## src/rtl/legup_mult_stallable_pkg.sv

```systemverilog
// legup_mult_pkg: shared width helpers for the stallable multiplier.
//   prodw          - full product width of an A x B multiply
//   occw           - width of an occupancy counter that can hold 0..pipeline
//   extend_product - sign- or zero-extend a pw-bit product, then keep wp LSBs
package legup_mult_pkg;

    // Widest product/result the extension helper handles.
    localparam int MAXW = 128;

    function automatic int prodw(input int wa, input int wb);
        return wa + wb;
    endfunction

    function automatic int occw(input int p);
        return $clog2(p + 1);
    endfunction

    function automatic logic [MAXW-1:0] extend_product(input logic [MAXW-1:0] prod,
                                                       input logic            sgn,
                                                       input int              pw,
                                                       input int              wp);
        logic signed [MAXW-1:0] sx;
        logic        [MAXW-1:0] r;
        logic        [MAXW-1:0] mask;
        // Park the product's MSB at bit MAXW-1 so an arithmetic shift back
        // replicates it; the unsigned path just keeps the zero padding.
        sx = prod << (MAXW - pw);
        if (sgn) begin
            sx = sx >>> (MAXW - pw);
            r  = sx;
        end else begin
            r = prod;
        end
        mask = ~({MAXW{1'b1}} << wp);
        return r & mask;
    endfunction

endpackage

```

## src/rtl/legup_mult_stallable_if.sv

```systemverilog
// legup_mult_stallable_if: operand/result handshake bundle.
//   slave  - multiplier view (takes operands, drives result/occupancy)
//   master - producer/consumer view
interface legup_mult_stallable_if #(
    parameter int widtha   = 32,
    parameter int widthb   = 32,
    parameter int widthp   = 64,
    parameter int widtht   = 8,
    parameter int pipeline = 3
) ();
    import legup_mult_pkg::*;
    localparam int OW = occw(pipeline);

    logic              in_valid;
    logic              in_ready;
    logic [widtha-1:0] dataa;
    logic [widthb-1:0] datab;
    logic              op_signed;
    logic [widtht-1:0] in_tag;
    logic              out_valid;
    logic              out_ready;
    logic [widthp-1:0] result;
    logic [widtht-1:0] out_tag;
    logic [OW-1:0]     occupancy;

    modport slave (
        input  in_valid, dataa, datab, op_signed, in_tag, out_ready,
        output in_ready, out_valid, result, out_tag, occupancy
    );

    modport master (
        output in_valid, dataa, datab, op_signed, in_tag, out_ready,
        input  in_ready, out_valid, result, out_tag, occupancy
    );
endinterface

```

## src/rtl/legup_mult_stallable_stage.sv

```systemverilog
// legup_mult_elastic_stage: one elastic pipeline register (data + valid).
//   ld       - load enable (stage empty, or downstream takes its content)
//   in_valid - valid bit of the upstream stage
//   in_data  - upstream payload
//   out_*    - registered valid/payload
module legup_mult_elastic_stage #(
    parameter int DW = 8
) (
    input  logic          clock,
    input  logic          reset,
    input  logic          ld,
    input  logic          in_valid,
    input  logic [DW-1:0] in_data,
    output logic          out_valid,
    output logic [DW-1:0] out_data
);
    logic          vld_q, vld_d;
    logic [DW-1:0] data_q, data_d;

    always_comb begin
        vld_d  = vld_q;
        data_d = data_q;
        if (ld) begin
            vld_d = in_valid;
            // Bubbles leave the payload alone to avoid needless toggling.
            if (in_valid) data_d = in_data;
        end
    end

    always_ff @(posedge clock) begin
        if (reset) begin
            vld_q  <= 1'b0;
            data_q <= '0;
        end else begin
            vld_q  <= vld_d;
            data_q <= data_d;
        end
    end

    assign out_valid = vld_q;
    assign out_data  = data_q;
endmodule

```

## src/rtl/legup_mult_stallable.sv

```systemverilog
// legup_mult_stallable: elastic, stallable pipelined multiplier.
//   clock, reset - rising-edge clock, synchronous active-high reset
//   bus (slave)  - in_valid/in_ready operand handshake with dataa, datab,
//                  op_signed, in_tag; out_valid/out_ready result handshake
//                  with result, out_tag; occupancy = operations in flight.
// Stage 0 holds operands; the product is formed from stage 0 and carried with
// its tag through stages 1..pipeline-1. Any empty stage ahead lets everything
// behind it advance, so bubbles collapse under backpressure.
module legup_mult_stallable
    import legup_mult_pkg::*;
#(
    parameter int widtha   = 32,
    parameter int widthb   = 32,
    parameter int widthp   = 64,
    parameter int pipeline = 3,
    parameter int widtht   = 8
) (
    input  logic                  clock,
    input  logic                  reset,
    legup_mult_stallable_if.slave bus
);
    localparam int PW = prodw(widtha, widthb);
    localparam int OW = occw(pipeline);
    localparam int DW = widtht + widthp;

    logic [pipeline-1:0] ld;    // stage i loads this edge
    logic [pipeline-1:0] vld;   // stage valid bits
    logic [DW-1:0]       sd [pipeline];

    // Stage i may load iff the consumer takes or some stage at/after i is
    // empty; that is the unrolled form of !valid[i] || load[i+1].
    always_comb begin
        logic hole;
        hole = 1'b0;
        for (int i = pipeline - 1; i >= 0; i--) begin
            hole  = hole | ~vld[i];
            ld[i] = hole | bus.out_ready;
        end
    end

    // Stage 0: operands, mode and tag.
    logic              v0_q, v0_d, s_q, s_d;
    logic [widtha-1:0] a_q, a_d;
    logic [widthb-1:0] b_q, b_d;
    logic [widtht-1:0] t_q, t_d;

    always_comb begin
        v0_d = v0_q;
        s_d  = s_q;
        a_d  = a_q;
        b_d  = b_q;
        t_d  = t_q;
        if (ld[0]) begin
            v0_d = bus.in_valid;
            if (bus.in_valid) begin
                s_d = bus.op_signed;
                a_d = bus.dataa;
                b_d = bus.datab;
                t_d = bus.in_tag;
            end
        end
    end

    always_ff @(posedge clock) begin
        if (reset) begin
            v0_q <= 1'b0;
            s_q  <= 1'b0;
            a_q  <= '0;
            b_q  <= '0;
            t_q  <= '0;
        end else begin
            v0_q <= v0_d;
            s_q  <= s_d;
            a_q  <= a_d;
            b_q  <= b_d;
            t_q  <= t_d;
        end
    end

    assign vld[0] = v0_q;

    // Operands extended to the full product width: the low PW bits of that
    // product are exact for both signed and unsigned modes.
    logic              a_sgn, b_sgn;
    logic [PW-1:0]     ma, mb, full;
    logic [widthp-1:0] prod_ext;

    always_comb begin
        a_sgn    = s_q & a_q[widtha-1];
        b_sgn    = s_q & b_q[widthb-1];
        ma       = {{widthb{a_sgn}}, a_q};
        mb       = {{widtha{b_sgn}}, b_q};
        full     = ma * mb;
        prod_ext = widthp'(extend_product(MAXW'(full), s_q, PW, widthp));
    end

    // With pipeline = 1 this product is the output directly.
    assign sd[0] = {t_q, prod_ext};

    for (genvar i = 1; i < pipeline; i++) begin : g_stage
        legup_mult_elastic_stage #(.DW(DW)) u_stage (
            .clock     (clock),
            .reset     (reset),
            .ld        (ld[i]),
            .in_valid  (vld[i-1]),
            .in_data   (sd[i-1]),
            .out_valid (vld[i]),
            .out_data  (sd[i])
        );
    end

    assign bus.out_valid           = vld[pipeline-1];
    assign {bus.out_tag, bus.result} = sd[pipeline-1];
    assign bus.in_ready            = ~reset & ld[0];

    // Occupancy tracks handshakes, which keeps it equal to popcount(vld).
    logic [OW-1:0] occ_q, occ_d;
    logic          acc, emit;

    always_comb begin
        acc   = bus.in_valid & bus.in_ready;
        emit  = bus.out_valid & bus.out_ready;
        occ_d = occ_q;
        if (acc & ~emit)      occ_d = occ_q + OW'(1);
        else if (~acc & emit) occ_d = occ_q - OW'(1);
    end

    always_ff @(posedge clock) begin
        if (reset) occ_q <= '0;
        else       occ_q <= occ_d;
    end

    assign bus.occupancy = occ_q;
endmodule

```

## src/flat_wrapper.sv

```systemverilog
// flat-port wrapper written by rule: the top's interface ports become plain ports
module legup_mult_stallable_flat import legup_mult_pkg::*;
#(
    parameter int widtha   = 32,
    parameter int widthb   = 32,
    parameter int widthp   = 64,
    parameter int pipeline = 3,
    parameter int widtht   = 8
)
  (clock, reset, bus_in_valid, bus_dataa, bus_datab, bus_op_signed, bus_in_tag, bus_out_ready, bus_in_ready, bus_out_valid, bus_result, bus_out_tag, bus_occupancy);
  legup_mult_stallable_if #(.widtha(widtha), .widthb(widthb), .widthp(widthp), .widtht(widtht), .pipeline(pipeline)) bus_i ();
  input  logic clock;
  input  logic reset;
  input wire logic [$bits(bus_i.in_valid)-1:0] bus_in_valid;
  input wire logic [$bits(bus_i.dataa)-1:0] bus_dataa;
  input wire logic [$bits(bus_i.datab)-1:0] bus_datab;
  input wire logic [$bits(bus_i.op_signed)-1:0] bus_op_signed;
  input wire logic [$bits(bus_i.in_tag)-1:0] bus_in_tag;
  input wire logic [$bits(bus_i.out_ready)-1:0] bus_out_ready;
  output wire logic [$bits(bus_i.in_ready)-1:0] bus_in_ready;
  output wire logic [$bits(bus_i.out_valid)-1:0] bus_out_valid;
  output wire logic [$bits(bus_i.result)-1:0] bus_result;
  output wire logic [$bits(bus_i.out_tag)-1:0] bus_out_tag;
  output wire logic [$bits(bus_i.occupancy)-1:0] bus_occupancy;
  assign bus_i.in_valid = bus_in_valid;
  assign bus_i.dataa = bus_dataa;
  assign bus_i.datab = bus_datab;
  assign bus_i.op_signed = bus_op_signed;
  assign bus_i.in_tag = bus_in_tag;
  assign bus_i.out_ready = bus_out_ready;
  assign bus_in_ready = bus_i.in_ready;
  assign bus_out_valid = bus_i.out_valid;
  assign bus_result = bus_i.result;
  assign bus_out_tag = bus_i.out_tag;
  assign bus_occupancy = bus_i.occupancy;
  legup_mult_stallable #(.widtha(widtha), .widthb(widthb), .widthp(widthp), .pipeline(pipeline), .widtht(widtht)) u_core (.clock(clock), .reset(reset), .bus(bus_i));
endmodule
```

## config.mk

```make
export PLATFORM = sky130hd
export DESIGN_NAME = legup_mult_stallable_flat
export DESIGN_NICKNAME = d
export VERILOG_FILES = /design/src/rtl/legup_mult_stallable_pkg.sv /design/src/rtl/legup_mult_stallable_if.sv /design/src/rtl/legup_mult_stallable_stage.sv /design/src/rtl/legup_mult_stallable.sv /design/src/flat_wrapper.sv
export SDC_FILE = /design/constraint.sdc
export NUM_CORES = 2
export LEC_CHECK = 0
export CAP_MARGIN = 25
export CORE_MARGIN = 5
export CORE_UTILIZATION = 58
export CTS_CLUSTER_DIAMETER = 200
export DETAILED_ROUTE_END_ITERATION = 10
export PLACE_DENSITY = 0.78
export SLEW_MARGIN = 15
export SYNTH_ARGS = -nofsm -noshare
export SYNTH_HDL_FRONTEND = slang
export SYNTH_SLANG_ARGS = --single-unit
```

## constraint.sdc

```tcl
create_clock -name clock -period 9 [get_ports clock]
set_input_delay 1.8 -clock clock [delete_from_list [all_inputs] [get_ports clock]]
set_output_delay 1.8 -clock clock [all_outputs]
set_load 0.02 [all_outputs]
```

==> key figures <==
Drt
  – Vias: 35,200
  – Drt drc: 0
  – Routed wire length: 129 mm
  – WL per Instance: 20.8 um
  – DRT Pass-1 Iters: 5
  – Via density: 5.66
  – Iter 0 DRT Violations: 2,660
  – Detail Route Antenna Nets: 0

Clock tree
  – CTS tree: built
  – Clk pin slew, worst setup/hold paths: 70 ps
  – Clk sinks: 222
  – Max clock buf depth: 3
  – Number of CTS-inserted buffers: 24
  – Worst skew pair latency: 580 ps
  – Root buffer cell: clkbuf_16
  – CTS H-tree lvls: 1
  – Setup Fix Bufs, Post-CTS: 0

Place
  – DP Worst Slack: 447 ps
  – Input/output buffers: 152
  – Hpwl dp: 102 mm
  – Gpl congestion: 0.984

Worst setup path
  – Critical-path top delay cell: dfxtp_1
  – Slowest stage delay, CP: 1080 ps
  – Most numerous cell on the critical path: fa_1
  – Critical path startpoint category: flip-flop
  – Critical Path RT: 9520 ps
  – Crit end category: flip-flop
  – Worst R2R Setup Slack: 190 ps
  – R2R Path End: u_core.g_stage[1].u_stage.out_data[57]
  – Crit Path Class: reg -> reg
  – Worst-path cell chain: and2_1 > fa_1 > fa_1 > inv_1 > fa_1 > inv_1 > fa_1 > fa_1 > fa_1 > fa_1 > inv_1 > fa_1 > inv_1 > ha_1 > a21oi_1 > nand3b_1 > a21oi_1 > a211oi_1 > o221a_2 > o21ai_1 > a31oi_2 > o21bai_1 > nor4b_1 > a211o_1
  – Largest fanout on the critical path: 18
  – Critical R2R Launch: u_core.a_q[16]
  – Critical path data arrival time: 9330 ps
  – Worst Reg2Reg Path Length in Cells: 24

STA
  – Setup skew after layout: 26.2 ps
  – RSZ-0062 raised after global routing: no
  – Tightest Pin Transition: 1150 ps
  – Fin crit share: 0.979
  – Worst hold slack: 451 ps
  – Total negative slack: 0 ps
  – Fmax: 114 MHz
  – Smallest setup slack after layout: 191 ps
  – # setup viols final: 0
  – Final slew viol count: 0
  – Hold Fails Final Rpt: 0
  – Rel. slew slack: 0.229
  – Min Tclk post-route: 8810 ps

Synth
  – Register area share after synthesis: 0.0975
  – Number of flops mapped to enable cells by yosys: 0
  – Post-Syn Area: 45,600 sq um
  – Async set-reset flop share out of synthesis: 0
  – Most common cell in the netlist: nand2_1
  – Synth top area cells: fa_1, dfxtp_1, nand2_1
  – Top FF cell, synth: dfxtp_1
  – Flops & latches, synth: 222
  – Most frequent cells after synthesis: nand2_1, fa_1, inv_1
  – Synth unique cells: 62
  – Synth warnings: 0
  – Mapped Nets: 6,563
  – Syn_area_per_cell: 8.85 sq um
  – Synth area leader: fa_1
  – Synth top area share: 0.494
  – Cells after synthesis: 5,148

Worst hold path
  – Hold Path End: u_core.g_stage[2].u_stage.out_data[23]
  – Worst Hold Class: reg -> reg
  – Hold path start: u_core.g_stage[2].u_stage.out_data[23]
  – Worst hold path depth: 2

Floorplanning
  – Boundary Pins: 153
  – Die extent in y: 290 um
  – Row count: 102
  – CORE AREA: 77,700 sq um
  – Die X: 290 um
  – Initial Utilization: 0.587
  – Die ar.: 84,300 sq um

Finish
  – Diode count: 0
  – Layout area overhead: 8.12%
  – Fin nets: 6,568
  – Share of post-route cells with drive strength above 1: 0.0429
  – Util after Layout: 0.634

Power
  – Worst IR Drop VDD: 0.144 mV
  – Leak Pwr: 23.3 nW
  – Pwr dens: 94.1 nW/um^2

Global routing
  – Largest net degree at the start of global routing: 143
  – Vias in the first global route: 39,400
  – Antenna violations before repair: 2
  – Gr ovfl total: 0
  – First-pass GRT wire length: 209 mm
  – GR Util All Layers: 0.314

Flow run
  – Max-Cap Viols: 0

Outcome
  – Run status: finished, final reports clean
-- repair_timing --
action | 4_1_cts | 5_1_grt
hold buffers | 0 | 0
endpoints found under the hold margin | 0 | 0
gates resized for setup | 0 | 1
setup endpoints to repair | 0 | 2
-- worst max-delay path by stage --
stage	start	to	slack, ps
2_1_floorplan	u_core.a_q[31]	u_core.g_stage[1].u_stage.out_data[62]	800
3_3_place_gp	u_core.b_q[19]	u_core.g_stage[1].u_stage.out_data[56]	470
3_5_place_dp	u_core.b_q[12]	u_core.g_stage[1].u_stage.out_data[57]	450
4_1_cts	u_core.b_q[12]	u_core.g_stage[1].u_stage.out_data[57]	420
5_1_grt	u_core.b_q[13]	u_core.g_stage[1].u_stage.out_data[56]	20
6_report	u_core.a_q[16]	u_core.g_stage[1].u_stage.out_data[57]	190
-- logic make-up after synthesis --
| group | share of synthesized area |
|---|---|
| simple gates | 0.163 |
| buf+inv | 0.117 |
| fa+ha+maj | 0.553 |
| compound gates | 0.0560 |
| flops | 0.0975 |
| xor+xnor | 0.0140 |
| mux | 0.000439 |
-- power by group --
part,internal [W],switching (W)
sequential,0.00105,0.000119
combinational,0.000911,0.00149
clock,0.000607,0.000469
total,0.00256,0.00208
-- layout by cell type (no fill, tap or decap), drive strengths merged, types with 4 or more instances in the layout --
cell / n
a211oi: 12
a21boi: 4
a21o: 27
a21oi: 279
a31oi: 12
and2: 351
and3: 23
buf: 137
clkbuf: 29
clkdlybuf4s50: 151
clkinv: 5
dfxtp: 222
fa: 1125
ha: 213
inv: 1107
nand2: 1136
nand2b: 4
nand3: 14
nand4: 18
nor2: 84
nor2b: 8
nor3: 10
o211ai: 7
o21a: 4
o21ai: 38
o21bai: 18
o31ai: 5
or2: 9
or3: 8
xnor2: 56
xor2: 17
-- layout make-up --
cell class | instances | area (sq um)
clock buffers | 29 | 639
clock inverters | 15 | 206
fillers | 6345 | 28400
inverters | 1103 | 4140
multi-input cells | 3514 | 35900
flip-flops and latches | 222 | 4460
well taps | 1040 | 1300
repair buffers | 288 | 2690
-- stage by stage --
stage | total power (W) | cell area (sq um) | cells
global route | 0.00495 | 49300 | 6211
CTS | 0.00463 | 49200 | 6208
global placement | 0.00349 | 48400 | 6162
detailed placement | 0.00354 | 48400 | 6164
floorplan | 0.00274 | 45600 | 5148
finish | 0.00464 | 49300 | 6211
-- per-layer routing --
metal	routed length [um]	global-route usage	vias to the layer above
li1	-	-	14900
met1	44400	0.372	17800
met2	62800	0.532	1869
met3	12400	0.0666	587
met4	9670	0.181	0
met5	0	0	-
-- critical path, delay by kind of cell (launching register included) --
family | cells | cell delay (ps)
adders and majority gates | 9 | 4410
DFF | 1 | 1080
buffers and inverters | 4 | 240
AOI/OAI and AO/OA | 8 | 2210
and+or+nand+nor | 3 | 780
-- state kept, by name (all words and copies together) (netlist names) --
signal and count:
u_core.t_q 8, u_core.v0_q 1, u_core.bus.occupancy 2, u_core.g_stage.u_stage.out_valid 2, u_core.g_stage.u_stage.out_data 144, u_core.a_q 32, u_core.b_q 32, u_core.s_q 1
No activity file was read; power rests on OpenSTA's default activity.
